$ cat src/rtl/mul5b_pkg.sv
// Shared widths and FSM state encoding for the 5x5 sequential shift-add multiplier.
package mul5b_pkg;

    localparam int MUL_N  = 5;
    localparam int MUL_PW = 2 * MUL_N;

    typedef enum logic [1:0] {
        IDLE = 2'd0,
        RUN  = 2'd1,
        DONE = 2'd2
    } state_t;

endpackage

$ cat src/rtl/mul5b_step.sv
// One shift-add step: acc + (y_bit ? x << shift : 0), full product width.
module mul5b_step #(
    parameter int N = 5
) (
    input  logic [2*N-1:0] acc,
    input  logic [N-1:0]   x,
    input  logic           y_bit,
    input  logic [2:0]     shift,
    output logic [2*N-1:0] sum
);

    localparam int PW = 2 * N;

    logic [PW-1:0] term;

    always_comb begin
        term = '0;
        if (y_bit) begin
            term = PW'(x) << shift;
        end
        sum = acc + term;
    end

endmodule

$ cat src/rtl/mul5b_seq.sv
// Sequential unsigned multiplier: one partial product per RUN cycle, result
// registered on the final step and announced with a one-cycle done pulse.
module mul5b_seq
    import mul5b_pkg::*;
#(
    parameter int N = MUL_N
) (
    input  logic           clk,
    input  logic           rst,
    input  logic           start,
    input  logic [N-1:0]   x,
    input  logic [N-1:0]   y,
    output logic           busy,
    output logic           done,
    output logic [2*N-1:0] out
);

    localparam int PW = 2 * N;

    state_t        state_q, state_d;
    logic [N-1:0]  x_q, x_d;
    logic [N-1:0]  y_q, y_d;
    logic [PW-1:0] acc_q, acc_d;
    logic [2:0]    cnt_q, cnt_d;
    logic [PW-1:0] out_q, out_d;
    logic [PW-1:0] step_sum;
    logic          last_step;

    mul5b_step #(.N(N)) u_step (
        .acc   (acc_q),
        .x     (x_q),
        .y_bit (y_q[cnt_q]),
        .shift (cnt_q),
        .sum   (step_sum)
    );

    assign last_step = (cnt_q == 3'(N - 1));

    always_ff @(posedge clk) begin
        if (rst) begin
            state_q <= IDLE;
        end else begin
            state_q <= state_d;
        end
    end

    always_comb begin
        state_d = state_q;
        case (state_q)
            IDLE:    if (start) state_d = RUN;
            RUN:     if (last_step) state_d = DONE;
            DONE:    state_d = start ? RUN : IDLE;
            default: state_d = IDLE;
        endcase
    end

    always_comb begin
        busy = (state_q == RUN);
        done = (state_q == DONE);
        out  = out_q;
    end

    // Operands are captured only on acceptance, so start/x/y are ignored during RUN.
    always_comb begin
        x_d   = x_q;
        y_d   = y_q;
        acc_d = acc_q;
        cnt_d = cnt_q;
        out_d = out_q;
        case (state_q)
            IDLE, DONE: begin
                if (start) begin
                    x_d   = x;
                    y_d   = y;
                    acc_d = '0;
                    cnt_d = '0;
                end
            end
            RUN: begin
                acc_d = step_sum;
                cnt_d = cnt_q + 3'd1;
                if (last_step) begin
                    out_d = step_sum;
                end
            end
            default: ;
        endcase
    end

    always_ff @(posedge clk) begin
        if (rst) begin
            x_q   <= '0;
            y_q   <= '0;
            acc_q <= '0;
            cnt_q <= '0;
            out_q <= '0;
        end else begin
            x_q   <= x_d;
            y_q   <= y_d;
            acc_q <= acc_d;
            cnt_q <= cnt_d;
            out_q <= out_d;
        end
    end

endmodule

$ cat config.mk
export PLATFORM = sky130hd
export DESIGN_NAME = mul5b_seq
export DESIGN_NICKNAME = d
export VERILOG_FILES = /design/src/rtl/mul5b_pkg.sv /design/src/rtl/mul5b_step.sv /design/src/rtl/mul5b_seq.sv
export SDC_FILE = /design/constraint.sdc
export NUM_CORES = 1
export LEC_CHECK = 0
export ABC_AREA = 1
export CAP_MARGIN = 20
export CORE_UTILIZATION = 30
export DETAILED_ROUTE_END_ITERATION = 10
export PLACE_DENSITY_LB_ADDON = 0.3
export SKIP_CTS_REPAIR_TIMING = 1
export SLEW_MARGIN = 25
export SYNTH_ARGS = -nofsm -noshare
export SYNTH_HDL_FRONTEND = slang
export SYNTH_SLANG_ARGS = --single-unit
$ cat constraint.sdc
create_clock -name clk -period 2.94 [get_ports clk]
set_input_delay 0.441 -clock clk [delete_from_list [all_inputs] [get_ports clk]]
set_output_delay 0.441 -clock clk [all_outputs]
set_load 0.02 [all_outputs]
==> results.cfg, run 1 <==
[status]
status = finished clean

[finish]
diodes = 0
final_common_cell = nand2_1
final_cell_mix = nand2_1, nor2_1, inv_1
drive_above_1_share = 0.115
final_cell_area_um2 = 2550
area_growth_pct = 21.0
finish.net_count = 363
final_util = 0.375
fin_cells = 435
n_fill_cell = 752

[critical_path]
critPathKind = flip-flop to flip-flop
cpPeakStageDelay_ns = 0.48
crit_arrival_ns = 2.80
crit_top_cell = nand2_1
critPathRequiredTime_ns = 3.13
cp_cell_sequence = inv_6 > nor2_4 > o21ai_2 > a21oi_2 > nor2_4 > nor2_1 > ha_1 > inv_1 > fa_1 > nand3b_1 > nand2_1 > nand3_1 > nand2_1 > nand2_1 > nand2_1 > nand2_1 > nand2_1 > inv_1
critical-path-top-delay-family = simple AND/OR/NAND/NOR gates
endpoint_kind = flip-flop
cp_num_buf_inv = 3
crit_path_max_fanout = 11
critPathLaunchType = flip-flop
crit_slowest_cell = dfxtp_2

[drt]
vias = 1931
firstDrtPassIters = 4
antenna_left = 0
drc_errors = 0
drtIter0Drc = 73
viasPerCell = 4.44
wirelength_um = 4580
routedWlPerCell_um = 10.5

[clock_tree]
cts_tree = built
path_clk_slew_ns = 0.08
clockRootBuffer = clkbuf_8
numCtsBuffers = 5
htree_levels = 2
cts.sinks = 35
clock_path_buffers = 2
clock_latency_ns = 0.29

[grt]
grt_max_degree = 22
grt_remaining_overflow = 0
grt_pass1_vias = 1925
grt.total_usage = 0.143
grt_pass1_wl_um = 8420
antenna_found_initial = 0

[placed_design]
routabilityCongestion = 0.909
dp_hpwl_um = 3480
port_buffers = 24
place_inst = 427
placed_cell_area_um2 = 2430
dpl_worst_slack_ns = 0.220

[floorplanning]
die_h_um = 85.8
die_x_um = 85.8
dieArea_um2 = 7360
io-pin-count = 25
core_area_um2 = 6790
fp-row-count = 30
start_util = 0.310

[timing]
fin_tns_setup_ns = 0
period_share = 0.886
worst_clock_skew_ns = 0.00960
tightestPinTransition_ns = 0.403
maxSlewHeadroom = 0.731
setup_viol = 0
whs_ns = 0.469
finalWorstSetupSlack_ns = 0.334
max_freq_mhz = 384
slew_violations = 0
grt_setup_unrepaired = no
period_needed_ns = 2.61
hold_viol = 0

[synth]
ys_ff_latch = 35
ys_seq_area_frac = 0.333
synthesis.area_um2 = 2110
synth.distinct_cells = 33
synthesis.nets = 338
postSynthAreaPerCell_um2 = 6.73
yosys_warnings = 0
syn-instance-count = 313

[worst_hold_path]
hp-class = flip-flop to flip-flop

[pwr]
p_leak_nw = 1.18
vdd_ir_drop_max_mv = 0.230
power.total_mw = 1.10
pwr_density_cell_nw_per_um2 = 433

[run]
drv_cap = 0
[kinds of logic (layout without fill, tap and decap cells)]
| group | after synthesis | count (layout) | synth area share |
|---|---|---|---|
| AO/OA/AOI/OAI | 49 | 49 | 0.142 |
| XOR/XNOR | 3 | 3 | 0.0125 |
| adder cells (fa/ha/maj) | 12 | 12 | 0.0748 |
| buffers and inverters | 50 | 76 | 0.107 |
| flip-flops | 35 | 35 | 0.333 |
| AND/OR/NAND/NOR | 164 | 164 | 0.331 |
[state kept, by name, summed over array words and instances, names as in the netlist]
| signal | flops |
|---|---|
| acc_q | 10 |
| state_q | 2 |
| out | 10 |
| x_q | 5 |
| cnt_q | 3 |
| y_q | 5 |
[area by class of cell]
class,instances,area (µm²),share of cell area
Sequential cell,35,703,0.276
Clock buffer,5,68.8,0.0270
Inverter,39,156,0.0613
Multi-Input combinational cell,228,1180,0.463
Tap cell,96,120,0.0471
Clock inverter,3,43.8,0.0172
Timing Repair Buffer,29,278,0.109
[routing by layer]
layer	part of all wire	GRT usage	vias up
met5	0	0	-
met4	0.0052	0.0303	0
met3	0.031	0.0366	3
met2	0.46	0.240	34
met1	0.50	0.186	861
li1	-	-	1033
[worst register-to-register path, stage by stage (launching register included)]
cell,delay (ns)
dfxtp_2,0.48
inv_6,0.07
nor2_4,0.11
o21ai_2,0.06
a21oi_2,0.19
nor2_4,0.07
nor2_1,0.09
ha_1,0.19
inv_1,0.10
fa_1,0.41
nand3b_1,0.17
nand2_1,0.12
nand3_1,0.10
nand2_1,0.08
nand2_1,0.06
nand2_1,0.06
nand2_1,0.04
nand2_1,0.06
inv_1,0.03
[synthesized netlist by cell type]
cell type | instances | area share
a211oi_1 | 1 | 0.0036
a21oi_1 | 14 | 0.033
a21oi_2 | 4 | 0.017
a31oi_1 | 1 | 0.0030
buf_2 | 2 | 0.0048
buf_4 | 3 | 0.011
buf_6 | 2 | 0.011
clkbuf_1 | 4 | 0.0071
dfxtp_1 | 35 | 0.33
fa_1 | 1 | 0.0095
ha_1 | 11 | 0.065
inv_1 | 35 | 0.062
inv_2 | 1 | 0.0018
inv_4 | 2 | 0.0059
inv_6 | 1 | 0.0042
nand2_1 | 89 | 0.16
nand2_2 | 2 | 0.0059
nand3_1 | 13 | 0.031
nand3b_1 | 2 | 0.0071
nand4_1 | 2 | 0.0059
nor2_1 | 46 | 0.082
nor2_2 | 4 | 0.012
nor2_4 | 3 | 0.016
nor3_2 | 2 | 0.0095
o21a_1 | 1 | 0.0036
o21ai_0 | 17 | 0.040
o21ai_1 | 3 | 0.0071
o21ai_2 | 4 | 0.017
o21bai_4 | 1 | 0.0089
o22ai_1 | 3 | 0.0089
or2_1 | 1 | 0.0030
xnor2_1 | 1 | 0.0042
xor2_1 | 2 | 0.0083
[power by group]
part / leakage [nW] / switching, mW / internal (mW)
sequential: 0.286 / 0.0166 / 0.491
combinational: 0.837 / 0.0962 / 0.0611
clock: 0.0581 / 0.187 / 0.253
total: 1.18 / 0.300 / 0.805
[final timing paths]
check / from / end / slack [ns] / cells after the start
setup / recovery: cnt_q[1]$_SDFFE_PP0P_ / out[8]$_SDFFE_PP0P_ / 0.33 / 18
hold reg to reg: out[2]$_SDFFE_PP0P_ / out[2]$_SDFFE_PP0P_ / 0.47 / 2
setup reg to reg: cnt_q[1]$_SDFFE_PP0P_ / out[8]$_SDFFE_PP0P_ / 0.33 / 18
hold / removal: out[2]$_SDFFE_PP0P_ / out[2]$_SDFFE_PP0P_ / 0.47 / 2
No activity file was read; power rests on OpenSTA's default activity.
==> run 2, diff against run 1 <==
--- a/config.mk
+++ b/config.mk
@@ -9,7 +9,7 @@
 export CAP_MARGIN = 20
 export CORE_UTILIZATION = 30
 export DETAILED_ROUTE_END_ITERATION = 10
-export PLACE_DENSITY_LB_ADDON = 0.3
+export SETUP_SLACK_MARGIN = 0.1
 export SKIP_CTS_REPAIR_TIMING = 1
 export SLEW_MARGIN = 25
 export SYNTH_ARGS = -nofsm -noshare
==> run 2 against run 1 <==
  * Core utilization down 0.33 points
  * Wire length grew 1.2%
  * Clock-buffer cell count is the same
  * First-iteration DRC count increased by 30%
==> results.cfg, run 2 (synthesis results as in run 1) <==
[finish]
drive_above_1_share = 0.112
fin_cells = 434
area_growth_pct = 20.0
final_common_cell = nand2_1
finish.net_count = 362
diodes = 0
final_cell_mix = nand2_1, nor2_1, inv_1
final_util = 0.372

[floorplanning]
start_util = 0.310
core_area_um2 = 6790
die_x_um = 85.8
fp-row-count = 30
die_h_um = 85.8
dieArea_um2 = 7360
io-pin-count = 25

[timing]
max_freq_mhz = 392
fin_tns_setup_ns = 0
worst_clock_skew_ns = 0.0107
period_needed_ns = 2.55
tightestPinTransition_ns = 0.406
maxSlewHeadroom = 0.729
period_share = 0.867
hold_viol = 0
slew_violations = 0
setup_viol = 0
grt_setup_unrepaired = no

[drt]
vias = 1923
antenna_left = 0
viasPerCell = 4.43
drc_errors = 0
routedWlPerCell_um = 10.7
wirelength_um = 4640
drtIter0Drc = 95
firstDrtPassIters = 5

[grt]
antenna_found_initial = 0
grt_max_degree = 22
grt_pass1_wl_um = 8410
grt_pass1_vias = 1809
grt_remaining_overflow = 0
grt.total_usage = 0.146

[critical_path]
cpPeakStageDelay_ns = 0.44
rr_startpoint = cnt_q[1]$_SDFFE_PP0P_
crit_slowest_cell = dfxtp_4
critPathLaunchType = flip-flop
critPathRequiredTime_ns = 3.15
cp_cell_sequence = inv_6 > nor2_4 > o21ai_2 > a21oi_2 > nor2_4 > nor2_1 > ha_1 > inv_1 > fa_1 > nand3b_1 > nand2_1 > nand3_1 > nand2_1 > nand2_1 > nand2_1 > nand2_1 > nand2_1 > inv_1
critPathKind = flip-flop to flip-flop
crit_path_max_fanout = 11
endpoint_kind = flip-flop
worstReg2RegEnd = out[8]$_SDFFE_PP0P_
r2r_cells = 18
crit_top_cell = nand2_1
worst-r2r-setup-slack_ns = 0.39
crit_arrival_ns = 2.75

[pwr]
p_int_mw = 0.719
pwr_density_cell_nw_per_um2 = 409
vdd_ir_drop_max_mv = 0.249
power.total_mw = 1.03
power_frac_clock = 0.359
switching_power_mw = 0.316
p_comb_frac = 0.151
p_seq_frac = 0.490
switching_share = 0.305
p_leak_nw = 1.16

[worst_hold_path]
hp-start = out[2]$_SDFFE_PP0P_
worstHoldEndpoint = out[2]$_SDFFE_PP0P_
hp-class = flip-flop to flip-flop
whs_path_depth = 2

[clock_tree]
numCtsBuffers = 5
clock_path_buffers = 2
htree_levels = 2
cts.sinks = 35
clock_latency_ns = 0.30
cts_tree = built
path_clk_slew_ns = 0.08
clockRootBuffer = clkbuf_8

[status]
status = finished clean

[placed_design]
place_inst = 426
routabilityCongestion = 0.890
port_buffers = 24
dp_hpwl_um = 3490

[run]
drv_cap = 0
run 2: worst max-delay path, delay by kind of cell (launching register included):
| family | cells | cell delay [ns] |
|---|---|---|
| compound gates | 2 | 0.25 |
| fa+ha+maj | 2 | 0.59 |
| buf+inv | 3 | 0.19 |
| flops | 1 | 0.44 |
| simple gates | 11 | 1.00 |
run 2: cell type report:
| cell class | count | area [µm²] |
|---|---|---|
| inverters | 39 | 156 |
| flip-flops and latches | 35 | 708 |
| repair buffers | 28 | 270 |
| clock buffers | 5 | 68.8 |
| multi-input cells | 228 | 1180 |
| well taps | 96 | 120 |
| fillers | 727 | 4270 |
| clock inverters | 3 | 23.8 |
run 2: worst max path at each step:
stage | startpoint | endpoint | slack, ns
final | cnt_q[1]$_SDFFE_PP0P_ | out[8]$_SDFFE_PP0P_ | 0.39
after global routing | cnt_q[0]$_SDFFE_PP0P_ | out[8]$_SDFFE_PP0P_ | 0.14
after CTS | cnt_q[1]$_SDFFE_PP0P_ | out[8]$_SDFFE_PP0P_ | 0.16
after detailed placement | cnt_q[1]$_SDFFE_PP0P_ | out[8]$_SDFFE_PP0P_ | 0.19
after global placement | cnt_q[1]$_SDFFE_PP0P_ | out[8]$_SDFFE_PP0P_ | 0.31
after floorplan | cnt_q[1]$_SDFFE_PP0P_ | out[8]$_SDFFE_PP0P_ | 0.58
run 2: through the flow:
step                setup WS, ns  hold WS (ns)  cell area [µm²]
floorplan                  0.582         0.443             2110
global placement           0.311         0.452             2430
detailed placement         0.187         0.459             2430
CTS                        0.161         0.470             2520
global route               0.141         0.490             2530
finish                     0.392         0.466             2530
run 2: power groups by stage:
stage | combinational, mW | clock (mW) | sequential, mW
detailed placement | 0.157 | 0 | 0.518
global route | 0.177 | 0.404 | 0.510
CTS | 0.157 | 0.384 | 0.507
finish | 0.156 | 0.372 | 0.507
global placement | 0.157 | 0 | 0.518
floorplan | 0.119 | 0 | 0.510
run 2: routing by layer:
layer | global-route usage | wire length (µm) | up-vias
met2 | 0.223 | 1990 | 30
li1 | - | - | 1037
met3 | 0.0289 | 129 | 7
met1 | 0.201 | 2450 | 849
met4 | 0.0591 | 65 | 0
met5 | 0 | 0 | -
==> run 3, diff against run 2 <==
--- a/config.mk
+++ b/config.mk
@@ -9,6 +9,7 @@
 export CAP_MARGIN = 20
 export CORE_UTILIZATION = 30
 export DETAILED_ROUTE_END_ITERATION = 10
+export PLACE_DENSITY = 0.45
 export SETUP_SLACK_MARGIN = 0.1
 export SKIP_CTS_REPAIR_TIMING = 1
 export SLEW_MARGIN = 25
==> run 3 against run 2 <==
  * Critical path depth stayed put
  * Via count is 1.1% lower
  * Global-route usage increased by 1.2 points
  * Final cell count rose by 0.23%
  * First-iteration DRC count is 18% lower
  * Wire length increased by 11%
==> results.cfg, run 3 (synthesis results as in run 1) <==
[drt]
vias = 1901
wirelength_um = 5150
routedWlPerCell_um = 11.8
viasPerCell = 4.37
antenna_left = 0
firstDrtPassIters = 4
drc_errors = 0
drtIter0Drc = 78

[timing]
max_freq_mhz = 394
slew_violations = 0
worst_clock_skew_ns = 0.00885
grt_setup_unrepaired = no
setup_viol = 0
period_needed_ns = 2.54
tightestPinTransition_ns = 0.456
period_share = 0.862
maxSlewHeadroom = 0.696
hold_viol = 0
fin_tns_setup_ns = 0

[critical_path]
critPathLaunchType = flip-flop
crit_top_cell = nand2_1
cpPeakStageDelay_ns = 0.42
cp_num_buf_inv = 2
critPathRequiredTime_ns = 3.13
rr_startpoint = cnt_q[0]$_SDFFE_PP0P_
r2r_cells = 18
crit_slowest_cell = dfxtp_4
crit_arrival_ns = 2.73
crit_path_max_fanout = 11
worst-r2r-setup-slack_ns = 0.40
critPathKind = flip-flop to flip-flop
worstReg2RegEnd = out[8]$_SDFFE_PP0P_
cp_cell_sequence = nor2_2 > nor2_2 > o21ai_2 > a21oi_2 > nor2_4 > nor2_1 > ha_1 > inv_1 > fa_1 > nand3b_1 > nand2_1 > nand3_1 > nand2_1 > nand2_1 > nand2_1 > nand2_1 > nand2_1 > inv_1
endpoint_kind = flip-flop
critical-path-top-delay-family = simple AND/OR/NAND/NOR gates

[finish]
final_cell_mix = nand2_1, nor2_1, inv_1
final_common_cell = nand2_1
fin_cells = 435
diodes = 0
final_util = 0.372
drive_above_1_share = 0.112
finish.net_count = 363
final_cell_area_um2 = 2520
area_growth_pct = 19.8

[clock_tree]
path_clk_slew_ns = 0.08
numCtsBuffers = 5
htree_levels = 2
clockRootBuffer = clkbuf_8
cts_tree = built
clock_path_buffers = 2
clock_latency_ns = 0.30
cts.sinks = 35

[run]
drv_cap = 0

[status]
status = finished clean

[worst_hold_path]
hp-class = flip-flop to flip-flop
whs_path_depth = 2
worstHoldEndpoint = out[2]$_SDFFE_PP0P_
hp-start = out[2]$_SDFFE_PP0P_

[floorplanning]
dieArea_um2 = 7360
io-pin-count = 25
start_util = 0.310
core_area_um2 = 6790
die_h_um = 85.8
fp-row-count = 30
die_x_um = 85.8

[pwr]
pwr_density_cell_nw_per_um2 = 402
vdd_ir_drop_max_mv = 0.213
p_leak_nw = 1.17

[placed_design]
dp_hpwl_um = 3870
port_buffers = 24
routabilityCongestion = 0.805
placed_cell_area_um2 = 2430
place_inst = 427

[grt]
grt_remaining_overflow = 0
antenna_found_initial = 0
grt_pass1_vias = 1828
grt.total_usage = 0.158
grt_pass1_wl_um = 8890
grt_max_degree = 22
run 3: per-stage QoR:
| stage | total power, mW | setup WS, ns | hold slack (ns) |
|---|---|---|---|
| 2_1_floorplan | 0.629 | 0.582 | 0.443 |
| 3_3_place_gp | 0.680 | 0.298 | 0.457 |
| 3_5_place_dp | 0.680 | 0.225 | 0.462 |
| 4_1_cts | 1.04 | 0.184 | 0.475 |
| 5_1_grt | 1.08 | 0.115 | 0.492 |
| 6_report | 1.02 | 0.405 | 0.467 |
run 3: where the power goes:
group	internal (mW)	switching, mW	leakage (nW)	total [mW]
Combinational	0.0603	0.0989	0.838	0.159
Clock	0.166	0.184	0.0412	0.349
Sequential	0.491	0.0159	0.286	0.507
run 3: worst max-delay path by stage:
stage                     depth (start not counted)                  start                   to  slack, ns
after detailed placement                         18  cnt_q[0]$_SDFFE_PP0P_  out[8]$_SDFFE_PP0P_       0.22
after global routing                             18  cnt_q[0]$_SDFFE_PP0P_  out[8]$_SDFFE_PP0P_       0.12
final                                            18  cnt_q[0]$_SDFFE_PP0P_  out[8]$_SDFFE_PP0P_       0.40
after CTS                                        18  cnt_q[0]$_SDFFE_PP0P_  out[8]$_SDFFE_PP0P_       0.18
after floorplan                                  19  cnt_q[1]$_SDFFE_PP0P_  out[8]$_SDFFE_PP0P_       0.58
after global placement                           18  cnt_q[0]$_SDFFE_PP0P_  out[8]$_SDFFE_PP0P_       0.30
run 3: tightest hold or removal path: cells and delay by family, from the launching register on:
kind	cells	cell delay, ns
DFF	1	0.32
and+or+nand+nor	1	0.06
AOI/OAI and AO/OA	1	0.05
run 3: final cells by class:
class | instances | area [µm²]
clock buffer | 6 | 72.6
multi-input combinational | 228 | 1180
fill | 768 | 4270
inverter | 39 | 156
sequential | 35 | 706
clock inverter | 2 | 12.5
timing repair buffer | 29 | 278
tap | 96 | 120
run 3: layer usage:
layer / track usage / part of all wire / wire, µm / vias up
li1: - / - / - / 1033
met1: 0.220 / 0.52 / 2690 / 840
met2: 0.244 / 0.44 / 2250 / 21
met3: 0.0375 / 0.032 / 166 / 7
met4: 0.0409 / 0.0093 / 48 / 0
met5: 0 / 0 / 0 / -
==> patch, RTL diff (settings of run 1) <==
Reset style: asynchronous (`rst`), changed in 2 clocked blocks.
--- a/src/rtl/mul5b_seq.sv
+++ b/src/rtl/mul5b_seq.sv
@@ -36,7 +36,7 @@
 
     assign last_step = (cnt_q == 3'(N - 1));
 
-    always_ff @(posedge clk) begin
+    always_ff @(posedge clk or posedge rst) begin
         if (rst) begin
             state_q <= IDLE;
         end else begin
@@ -87,7 +87,7 @@
         endcase
     end
 
-    always_ff @(posedge clk) begin
+    always_ff @(posedge clk or posedge rst) begin
         if (rst) begin
             x_q   <= '0;
             y_q   <= '0;
Check against the original RTL: differs if rst is asserted again (counterexample within 4 cycles, from zero or initial values and one cycle with rst high); with rst held inactive, the same outputs for 10 cycles.
==> patch against run 1 <==
  * Critical path depth decreased by 4
  * Utilization decreased by 0.61 points
  * Sequential cell count did not move
  * Routed wire length shrank 5.8%
  * Synthesized cell count fell by 18%
  * Worst setup slack gained 0.11 ns
  * Design area shrank 1.6%
  * Final cell count down 13%
  * Synthesized area increased by 0.36%
  * Highest routed layer unchanged
Power is not compared: it rests on default switching activity, and its combinational part moved more than twofold at a synthesized area within 25%.
==> patch: results (changes against run 1) <==
- Fill count: 728 (-3.2%)
- Nonclk inv count: 28 (-28%)
- Clock Pin Slew Worst Setup and Hold Paths: 0.06 ns (-0.02 ns)
- Post-synth ARST share: 100% (+100 points)
- Final non-clock buffer share: 9.88% (-1.0 points)
- Status: finished, final reports clean
- FF/Latch Area: 876 um2 (+25%)
- Multi-input gates: 189 (-17%)
- Syn_area_per_cell: 8.23 um2 (+22%)
- Clk cell area share: 2.89% (-1.5 points)
- Vias per inst: 4.59 (+3.3%)
- Placed cells: 373 (-13%)
- Top_reg_cell synth: dfrtp_1
- Final Routed Wirelength: 4320 um (-5.8%)
- Core ar.: 6790 um2 (unchanged)
- Setup Slack @ Placement: 0.429 ns (+0.209 ns)
- Tightest Pin Transition: 0.454 ns (+0.0516 ns)
- Net Count, Synth: 282 (-17%)
- Vias in the first global route: 1662 (-14%)
- Placer congestion estimate: 0.821 (-9.7%)
- Hold Path Class: reg -> reg
- Multi-input combinational area share: 43.0% (-3.2 points)
- Seq_cells: 35 (unchanged)
- Data arrival, critical path: 2.68 ns (-0.12 ns)
- Post-synth cell types: 31 (-6.1%)
- CLK BUF: 6 (+1)
- Gr usage total: 13.7% (-0.60 points)
- Final Non-Filler Cells: 379 (-13%)
- First-pass GRT wire length: 7810 um (-7.2%)
- Layout cell share with drive strength beyond 1: 13.1% (+1.6 points)
- Final nets: 309 (-15%)
- Sequential fraction of total cell area: 34.9% (+7.3 points)
- Commonest cells in the synthesized netlist: nand2_1, dfrtp_1, inv_1
- HPWL Detailed: 3220 um (-7.4%)
- Dominant cells by area after synthesis: dfrtp_1, nand2_1, ha_1
- Register area share after synthesis: 41.4% (+8.2 points)
- Largest net degree at the start of global routing: 36 (+64%)
- Placed inst area: 2440 um2 (about the same)
- Drt first-iter violations: 94 (+29%)
- Buffers outside the clock class: 25 (-14%)
==> patch: critical path: stages, from the launching register on <==
cell,delay (ns)
dfrtp_1,0.52
inv_6,0.15
nor2_2,0.04
o21ai_2,0.18
nand2_2,0.11
nor2_1,0.13
ha_1,0.22
inv_1,0.06
fa_1,0.41
o21ai_2,0.23
nand2_1,0.10
nand2_1,0.07
nand2_1,0.06
nand3_1,0.07
nand2_1,0.05
==> patch: cells by family (layout without fill, tap and decap cells) <==
logic type,count (synthesis),after routing,share of synthesized area (%)
AO/OA/AOI/OAI,36,36,10.7
XOR/XNOR,3,3,1.24
adder cells (fa/ha/maj),12,12,7.46
buffers and inverters,33,59,7.51
flip-flops,35,35,41.4
multiplexers,7,7,3.73
AND/OR/NAND/NOR,131,131,27.9
==> patch: final timing paths <==
check,start,end,slack (ns),cells after the start
worst max-delay path,cnt_q[0],acc_q[8],0.44,14
worst min-delay path,out[2],out[2],0.47,2
worst max register to register,cnt_q[0],acc_q[8],0.44,14
worst min register to register,out[2],out[2],0.47,2
max in group asynchronous,rst,state_q[1],2.06,3
min in group asynchronous,rst,out[1],0.55,3
==> patch: routing by layer <==
metal | part of all wire, % | GRT usage, % | wire length (um) | vias to the layer above
met1 | 49 | 17.7 | 2130 | 807
met4 | 1.2 | 4.85 | 50 | 0
li1 | - | - | - | 886
met3 | 4.7 | 4.52 | 202 | 6
met2 | 45 | 21.5 | 1940 | 39
met5 | 0 | 0 | 0 | -
==> patch: power breakdown <==
part           switching, mW  total [mW]  internal (mW)
Combinational           1.06        1.76          0.702
Sequential             0.180       0.887          0.707
Clock                  0.166       0.324          0.158
Total                   1.40        2.97           1.57
